**config.mk**
```make
export PLATFORM = sky130hd
export DESIGN_NAME = cdb_arbiter_flat
export DESIGN_NICKNAME = d
export VERILOG_FILES = /design/src/rtl/cdb_arbiter_pkg.sv /design/src/rtl/cdb_arbiter_if.sv /design/src/rtl/cdb_arbiter_rr_arbiter.sv /design/src/rtl/cdb_arbiter.sv /design/src/flat_wrapper.sv
export SDC_FILE = /design/constraint.sdc
export NUM_CORES = 1
export LEC_CHECK = 0
export CORE_AREA = 2 2 127 80
export DETAILED_ROUTE_END_ITERATION = 16
export DIE_AREA = 0 0 129 82
export GPL_TIMING_DRIVEN = 0
export PLACE_DENSITY_LB_ADDON = 0.15
export SLEW_MARGIN = 0
export SYNTH_ARGS = -nofsm -noshare
export SYNTH_HDL_FRONTEND = slang
export SYNTH_SLANG_ARGS = --single-unit
```
**constraint.sdc**
```tcl
create_clock -name clk -period 2 [get_ports clk]
set_input_delay 0.3 -clock clk [delete_from_list [all_inputs] [get_ports clk]]
set_output_delay 0.3 -clock clk [all_outputs]
set_load 0.01 [all_outputs]
```
**src/rtl/cdb_arbiter_pkg.sv**
```systemverilog
// Shared CDB types and constants: packet layout, execution-unit indices and
// the index-width helper used by the arbiter and its interface.
package cdb_arbiter_pkg;

    localparam int unsigned CDB_N_EXU     = 4;
    localparam int unsigned CDB_TAG_W     = 6;
    localparam int unsigned CDB_ROB_PTR_W = 4;
    localparam int unsigned CDB_DATA_W    = 32;

    localparam int unsigned EXU_ALU = 0;
    localparam int unsigned EXU_MDU = 1;
    localparam int unsigned EXU_LSU = 2;
    localparam int unsigned EXU_BRU = 3;

    typedef struct packed {
        logic [CDB_TAG_W-1:0]     tag;
        logic [CDB_ROB_PTR_W-1:0] inst_id;
        logic [CDB_DATA_W-1:0]    wdata;
    } cdb_pkt_t;

    function automatic int unsigned idx_w(input int unsigned n);
        return (n > 1) ? $clog2(n) : 1;
    endfunction

endpackage

```
**src/rtl/cdb_arbiter_if.sv**
```systemverilog
// Execution-unit to CDB handshake plus the broadcast bus. The master modport is
// the execution-unit side; the slave modport is the arbiter (CDB) side.
interface cdb_arbiter_if
    import cdb_arbiter_pkg::*;
#(
    parameter int unsigned N_EXU     = CDB_N_EXU,
    parameter int unsigned TAG_W     = CDB_TAG_W,
    parameter int unsigned ROB_PTR_W = CDB_ROB_PTR_W,
    parameter int unsigned DATA_W    = CDB_DATA_W
);

    localparam int unsigned SRC_W = idx_w(N_EXU);

    logic [N_EXU-1:0]           exu_req;
    logic [N_EXU*TAG_W-1:0]     exu_tag;
    logic [N_EXU*ROB_PTR_W-1:0] exu_inst_id;
    logic [N_EXU*DATA_W-1:0]    exu_wdata;
    logic [N_EXU-1:0]           exu_rdy;

    logic                       cdb_vld;
    logic [TAG_W-1:0]           cdb_tag;
    logic [ROB_PTR_W-1:0]       cdb_inst_id;
    logic [DATA_W-1:0]          cdb_wdata;
    logic [SRC_W-1:0]           cdb_src;

    modport master (
        output exu_req, exu_tag, exu_inst_id, exu_wdata,
        input  exu_rdy,
        input  cdb_vld, cdb_tag, cdb_inst_id, cdb_wdata, cdb_src
    );

    modport slave (
        input  exu_req, exu_tag, exu_inst_id, exu_wdata,
        output exu_rdy,
        output cdb_vld, cdb_tag, cdb_inst_id, cdb_wdata, cdb_src
    );

endinterface

```
**src/rtl/cdb_arbiter_rr_arbiter.sv**
```systemverilog
// Combinational round-robin arbiter: masked priority encoder that prefers
// requesters at or above ptr and falls back to the lowest requester overall.
module rr_arbiter
    import cdb_arbiter_pkg::*;
#(
    parameter  int unsigned N     = 4,
    localparam int unsigned IDX_W = idx_w(N)
) (
    input  logic [N-1:0]     req,
    input  logic [IDX_W-1:0] ptr,
    output logic [N-1:0]     gnt,
    output logic [IDX_W-1:0] gnt_idx,
    output logic             gnt_vld
);

    logic [N-1:0] mask;
    logic [N-1:0] masked;
    logic [N-1:0] sel;
    logic         found;

    always_comb begin
        mask = '0;
        for (int unsigned i = 0; i < N; i++) begin
            mask[i] = (i >= 32'(ptr));
        end
        masked = req & mask;
        // An empty masked set means every requester sits below ptr: wrap around.
        sel = (|masked) ? masked : req;
    end

    always_comb begin
        gnt     = '0;
        gnt_idx = '0;
        found   = 1'b0;
        for (int unsigned i = 0; i < N; i++) begin
            if (!found && sel[i]) begin
                found      = 1'b1;
                gnt[i]     = 1'b1;
                gnt_idx    = IDX_W'(i);
            end
        end
        gnt_vld = found;
    end

endmodule

```
**src/rtl/cdb_arbiter.sv**
```systemverilog
// CDB arbiter: round-robin accepts one execution-unit result per cycle and
// broadcasts it on the common data bus one cycle later; flush drains all units.
module cdb_arbiter
    import cdb_arbiter_pkg::*;
#(
    parameter int unsigned N_EXU     = CDB_N_EXU,
    parameter int unsigned TAG_W     = CDB_TAG_W,
    parameter int unsigned ROB_PTR_W = CDB_ROB_PTR_W,
    parameter int unsigned DATA_W    = CDB_DATA_W
) (
    input logic          clk,
    input logic          rst_n,
    input logic          flush,
    cdb_arbiter_if.slave bus
);

    localparam int unsigned IDX_W = idx_w(N_EXU);

    logic [IDX_W-1:0] rr_ptr_q, rr_ptr_d;
    logic             cdb_vld_q, cdb_vld_d;
    cdb_pkt_t         cdb_pkt_q, cdb_pkt_d;
    logic [IDX_W-1:0] cdb_src_q, cdb_src_d;

    logic [N_EXU-1:0] gnt;
    logic [IDX_W-1:0] gnt_idx;
    logic             gnt_vld;
    logic             take;
    cdb_pkt_t         sel_pkt;

    rr_arbiter #(.N(N_EXU)) u_rr (
        .req     (bus.exu_req),
        .ptr     (rr_ptr_q),
        .gnt     (gnt),
        .gnt_idx (gnt_idx),
        .gnt_vld (gnt_vld)
    );

    always_comb begin
        if (!rst_n) begin
            bus.exu_rdy = '0;
        end else if (flush) begin
            bus.exu_rdy = bus.exu_req;
        end else begin
            bus.exu_rdy = gnt;
        end
    end

    always_comb begin
        sel_pkt = '0;
        for (int unsigned i = 0; i < N_EXU; i++) begin
            if (gnt[i]) begin
                sel_pkt.tag     = bus.exu_tag[i*TAG_W +: TAG_W];
                sel_pkt.inst_id = bus.exu_inst_id[i*ROB_PTR_W +: ROB_PTR_W];
                sel_pkt.wdata   = bus.exu_wdata[i*DATA_W +: DATA_W];
            end
        end
    end

    always_comb begin
        take      = gnt_vld && !flush;
        cdb_vld_d = take;
        rr_ptr_d  = rr_ptr_q;
        cdb_pkt_d = cdb_pkt_q;
        cdb_src_d = cdb_src_q;
        if (take) begin
            rr_ptr_d  = (gnt_idx == IDX_W'(N_EXU - 1)) ? '0 : gnt_idx + IDX_W'(1);
            cdb_pkt_d = sel_pkt;
            cdb_src_d = gnt_idx;
        end
    end

    always_ff @(posedge clk) begin
        if (!rst_n) begin
            rr_ptr_q  <= '0;
            cdb_vld_q <= 1'b0;
            cdb_pkt_q <= '0;
            cdb_src_q <= '0;
        end else begin
            rr_ptr_q  <= rr_ptr_d;
            cdb_vld_q <= cdb_vld_d;
            cdb_pkt_q <= cdb_pkt_d;
            cdb_src_q <= cdb_src_d;
        end
    end

    assign bus.cdb_vld     = cdb_vld_q;
    assign bus.cdb_tag     = cdb_pkt_q.tag;
    assign bus.cdb_inst_id = cdb_pkt_q.inst_id;
    assign bus.cdb_wdata   = cdb_pkt_q.wdata;
    assign bus.cdb_src     = cdb_src_q;

endmodule

```
**src/flat_wrapper.sv**
```systemverilog
// flat-port wrapper written by rule: the top's interface ports become plain ports
module cdb_arbiter_flat import cdb_arbiter_pkg::*;
#(
    parameter int unsigned N_EXU     = CDB_N_EXU,
    parameter int unsigned TAG_W     = CDB_TAG_W,
    parameter int unsigned ROB_PTR_W = CDB_ROB_PTR_W,
    parameter int unsigned DATA_W    = CDB_DATA_W
)
  (clk, rst_n, flush, bus_exu_req, bus_exu_tag, bus_exu_inst_id, bus_exu_wdata, bus_exu_rdy, bus_cdb_vld, bus_cdb_tag, bus_cdb_inst_id, bus_cdb_wdata, bus_cdb_src);
  cdb_arbiter_if #(.N_EXU(N_EXU), .TAG_W(TAG_W), .ROB_PTR_W(ROB_PTR_W), .DATA_W(DATA_W)) bus_i ();
  input logic clk;
  input logic rst_n;
  input logic flush;
  input wire logic [$bits(bus_i.exu_req)-1:0] bus_exu_req;
  input wire logic [$bits(bus_i.exu_tag)-1:0] bus_exu_tag;
  input wire logic [$bits(bus_i.exu_inst_id)-1:0] bus_exu_inst_id;
  input wire logic [$bits(bus_i.exu_wdata)-1:0] bus_exu_wdata;
  output wire logic [$bits(bus_i.exu_rdy)-1:0] bus_exu_rdy;
  output wire logic [$bits(bus_i.cdb_vld)-1:0] bus_cdb_vld;
  output wire logic [$bits(bus_i.cdb_tag)-1:0] bus_cdb_tag;
  output wire logic [$bits(bus_i.cdb_inst_id)-1:0] bus_cdb_inst_id;
  output wire logic [$bits(bus_i.cdb_wdata)-1:0] bus_cdb_wdata;
  output wire logic [$bits(bus_i.cdb_src)-1:0] bus_cdb_src;
  assign bus_i.exu_req = bus_exu_req;
  assign bus_i.exu_tag = bus_exu_tag;
  assign bus_i.exu_inst_id = bus_exu_inst_id;
  assign bus_i.exu_wdata = bus_exu_wdata;
  assign bus_exu_rdy = bus_i.exu_rdy;
  assign bus_cdb_vld = bus_i.cdb_vld;
  assign bus_cdb_tag = bus_i.cdb_tag;
  assign bus_cdb_inst_id = bus_i.cdb_inst_id;
  assign bus_cdb_wdata = bus_i.cdb_wdata;
  assign bus_cdb_src = bus_i.cdb_src;
  cdb_arbiter #(.N_EXU(N_EXU), .TAG_W(TAG_W), .ROB_PTR_W(ROB_PTR_W), .DATA_W(DATA_W)) u_core (.clk(clk), .rst_n(rst_n), .flush(flush), .bus(bus_i));
endmodule
```
==> impl_results.md <==
* Vias at 4398
* DR pass1 iterations at 5
* Rel. slew slack at 50.7%
* GRT overflow at 0
* Synth Net Count at 598
* Final setup viols at 0
* Critical path capture point type: output pin
* Async SR Flop Fraction at 0%
* Fmax achieved at 0.511 GHz
* Worst Skew at 6.17 ps
* WL final at 15100 µm
* Cts-stage hold buffer count at 0
* Die width at 129 µm
* Post-Synthesis Cells at 423
* Area leader, netlist: dfxtp_1
* Number of flops mapped to enable cells by yosys at 0
* Cts bufs inserted at 5
* Syn_area_per_cell at 8.04 µm²
* CP peak stage delay at 340 ps
* Slowest-stage cell, CP: dfxtp_2
* Crit path kind: flip-flop to output pin
* WP data required at 1700 ps
* Final cycle utilization of the critical path at 97.8%
* CP arrival at 1660 ps
* Multi-input gate area at 2030 µm²
* DIE AREA at 10600 µm²
* RSZ-0062 raised after global routing: false
* Vias in the first global route at 4405
* Die height at 82 µm
* Gr busiest metal: met2
* Top cell type's share of synthesized area at 27.7%
* Clk sink count at 47
* Power Density at 563 nW/µm²
* Final Max Slew Viols at 0
* Worst skew pair latency at 290 ps
* Clock tree buffer depth at 2
* FF/Latch Area at 946 µm²
* GR Util met2 at 46.7%
* Core area at 9490 µm²
* Synth Warn # at 0
* Fin Hold WS at 541 ps
* Max_cap viols at 0
* Final hold violation count at 0
* #FFs+latches synth at 47
* Mapped Area at 3400 µm²
* Tmin final at 1960 ps
* Startpoint types: flip-flop
* Layout cells sized above 1 at 9.26%
* Largest net degree at the start of global routing at 14
* Synth cell types at 40
* Antenna violations before repair at 0
* Leak Pwr at 2.33 nW
* Top_reg_cell synth: dfxtp_1
* Worst Path Max Fanout at 10
* Routed len/inst at 19.0 µm
* Top area cells in the synthesized netlist: dfxtp_1 28%, a221o_1 9.7%, a211oi_1 9.3%
* P&R area growth vs syn at 76.9%
* GRT met3 Usage at 6.78%
* Clock-pin slew on the worst setup and hold paths at 70 ps
* Htree depth at 2
* CTS tree: done
* Least-Margin Pin Slew at 740 ps
* Post-synthesis sequential area ratio at 27.7%
* Post-DRT Antenna Nets at 0
* Final GP Congestion at 0.880
* I/O pin count at 224
* DRT iter0 DRCs at 376
* Via density at 5.54
* Clk root buf: clkbuf_16
* Starting Density at 35.8%
* Max rail drop VDD at 0.359 mV
* Final net count at 833
* Met1 usage at 36.1%
* Filler cell count at 843
* Worst-path cell chain: inv_2 -> o22ai_1 -> o211a_1 -> buf_6 -> buf_8 -> o21a_1 -> buf_2
* Number of antenna diodes at 0
* Residual DRC at 0
* Delay-heaviest family, CP: compound AO/OA/AOI/OAI gates
* First-pass GRT wire length at 22700 µm
* Buffers on Ports at 221
* FP Rows at 28
* Tot Pwr at 3.39 mW
* DP Wirelength at 11600 µm
* Hold crit path type: flip-flop to flip-flop
* Run status: complete, no violations
* CP bufs+invs at 4
* Tot GR Track Use at 27.7%
## synthesized netlist by cell type (3+ instances only)
| cell type | number |
|---|---|
| a211oi_1 | 42 |
| a21oi_1 | 44 |
| a221o_1 | 33 |
| a221oi_1 | 7 |
| and2_1 | 3 |
| and3_1 | 3 |
| buf_2 | 7 |
| buf_4 | 7 |
| buf_6 | 13 |
| clkbuf_1 | 20 |
| dfxtp_1 | 47 |
| inv_1 | 35 |
| nand2_1 | 10 |
| nand2b_1 | 33 |
| nor2_1 | 3 |
| nor2b_1 | 3 |
| nor3_1 | 9 |
| o21ai_0 | 43 |
| o2bb2ai_1 | 33 |
## worst min-delay path, cell delays in order, from the launching register on
cell and delay (ps):
dfxtp_1 330, o21ai_0 80, nor2_1 90
## layout make-up
type | count | area share (%)
clock inverters | 1 | 0.0832
clock buffers | 7 | 2.20
flip-flops and latches | 47 | 15.7
repair buffers | 230 | 37.6
plain buffers | 45 | 5.53
multi-input cells | 293 | 33.7
well taps | 135 | 2.81
inverters | 36 | 2.29
## metrics by stage
| stage | area (µm²) | cells | TNS (ps) | worst slack [ps] | utilization, % |
|---|---|---|---|---|---|
| floorplan | 3400 | 423 | 0 | 395 | - |
| global placement | 5780 | 779 | -16110 | -758 | 60.9 |
| detailed placement | 5780 | 779 | -19130 | -849 | 60.9 |
| CTS | 6010 | 793 | 0 | 6.50 | 63.3 |
| global route | 6020 | 794 | 0 | 0.105 | 63.4 |
| finish | 6020 | 794 | 0 | 43.5 | 63.4 |
## final timing paths
check | slack [ps] | cells after the start | to | startpoint
max reg2reg | 130 | 7 | u_core.bus.cdb_tag[4] | u_core.rr_ptr_q[1]
max | 40 | 7 | bus_exu_rdy[2] | u_core.rr_ptr_q[1]
min | 540 | 2 | u_core.bus.cdb_src[1] | u_core.bus.cdb_src[1]
min reg2reg | 540 | 2 | u_core.bus.cdb_src[1] | u_core.bus.cdb_src[1]
## power by group
group	switching [mW]	internal, mW
registers	0.0670	1.05
logic	0.610	0.810
clock network	0.387	0.464
total	1.06	2.33
## registers in the layout, summed over array words and instances (netlist names)
register                count
u_core.bus.cdb_wdata       32
u_core.bus.cdb_tag          6
u_core.bus.cdb_inst_id      4
u_core.bus.cdb_src          2
u_core.rr_ptr_q             2
u_core.bus.cdb_vld          1
## timing repair
| action | CTS | global route |
|---|---|---|
| hold endpoints to repair | 0 | 0 |
| pin swaps | 3 | 2 |
| setup endpoints to repair | 40 | 32 |
| buffers inserted | 7 | 2 |
| gates resized for setup | 31 | 8 |
## layout by cell type, fill, tap and decap left out, types with 4 or more instances in the layout
cell / Yosys / final
clkbuf_1: 20 / 18
o21ai_0: 43 / 43
inv_1: 35 / 34
buf_2: 7 / 7
nor3_1: 9 / 9
dfxtp_1: 47 / 45
buf_6: 13 / 13
a211oi_1: 42 / 42
nand2_1: 10 / 10
o2bb2ai_1: 33 / 33
buf_4: 7 / 14
clkdlybuf4s50_1: 0 / 213
clkbuf_16: 0 / 5
clkbuf_2: 0 / 4
a21oi_1: 44 / 44
a221o_1: 33 / 33
a221oi_1: 7 / 7
nand2b_1: 33 / 33
## kinds of logic after synthesis
kind of cell,synth area share (%)
and+or+nand+nor,12.7
DFF,27.7
buffers and inverters,13.1
AOI/OAI and AO/OA,46.5
## per-layer routing
| layer | share of wire, % | wire (µm) |
|---|---|---|
| met2 | 46 | 6870 |
| met1 | 44 | 6660 |
| met3 | 9.1 | 1370 |
| met4 | 1.1 | 173 |
| met5 | 0 | 0 |
(Power assumes the default switching activity.)
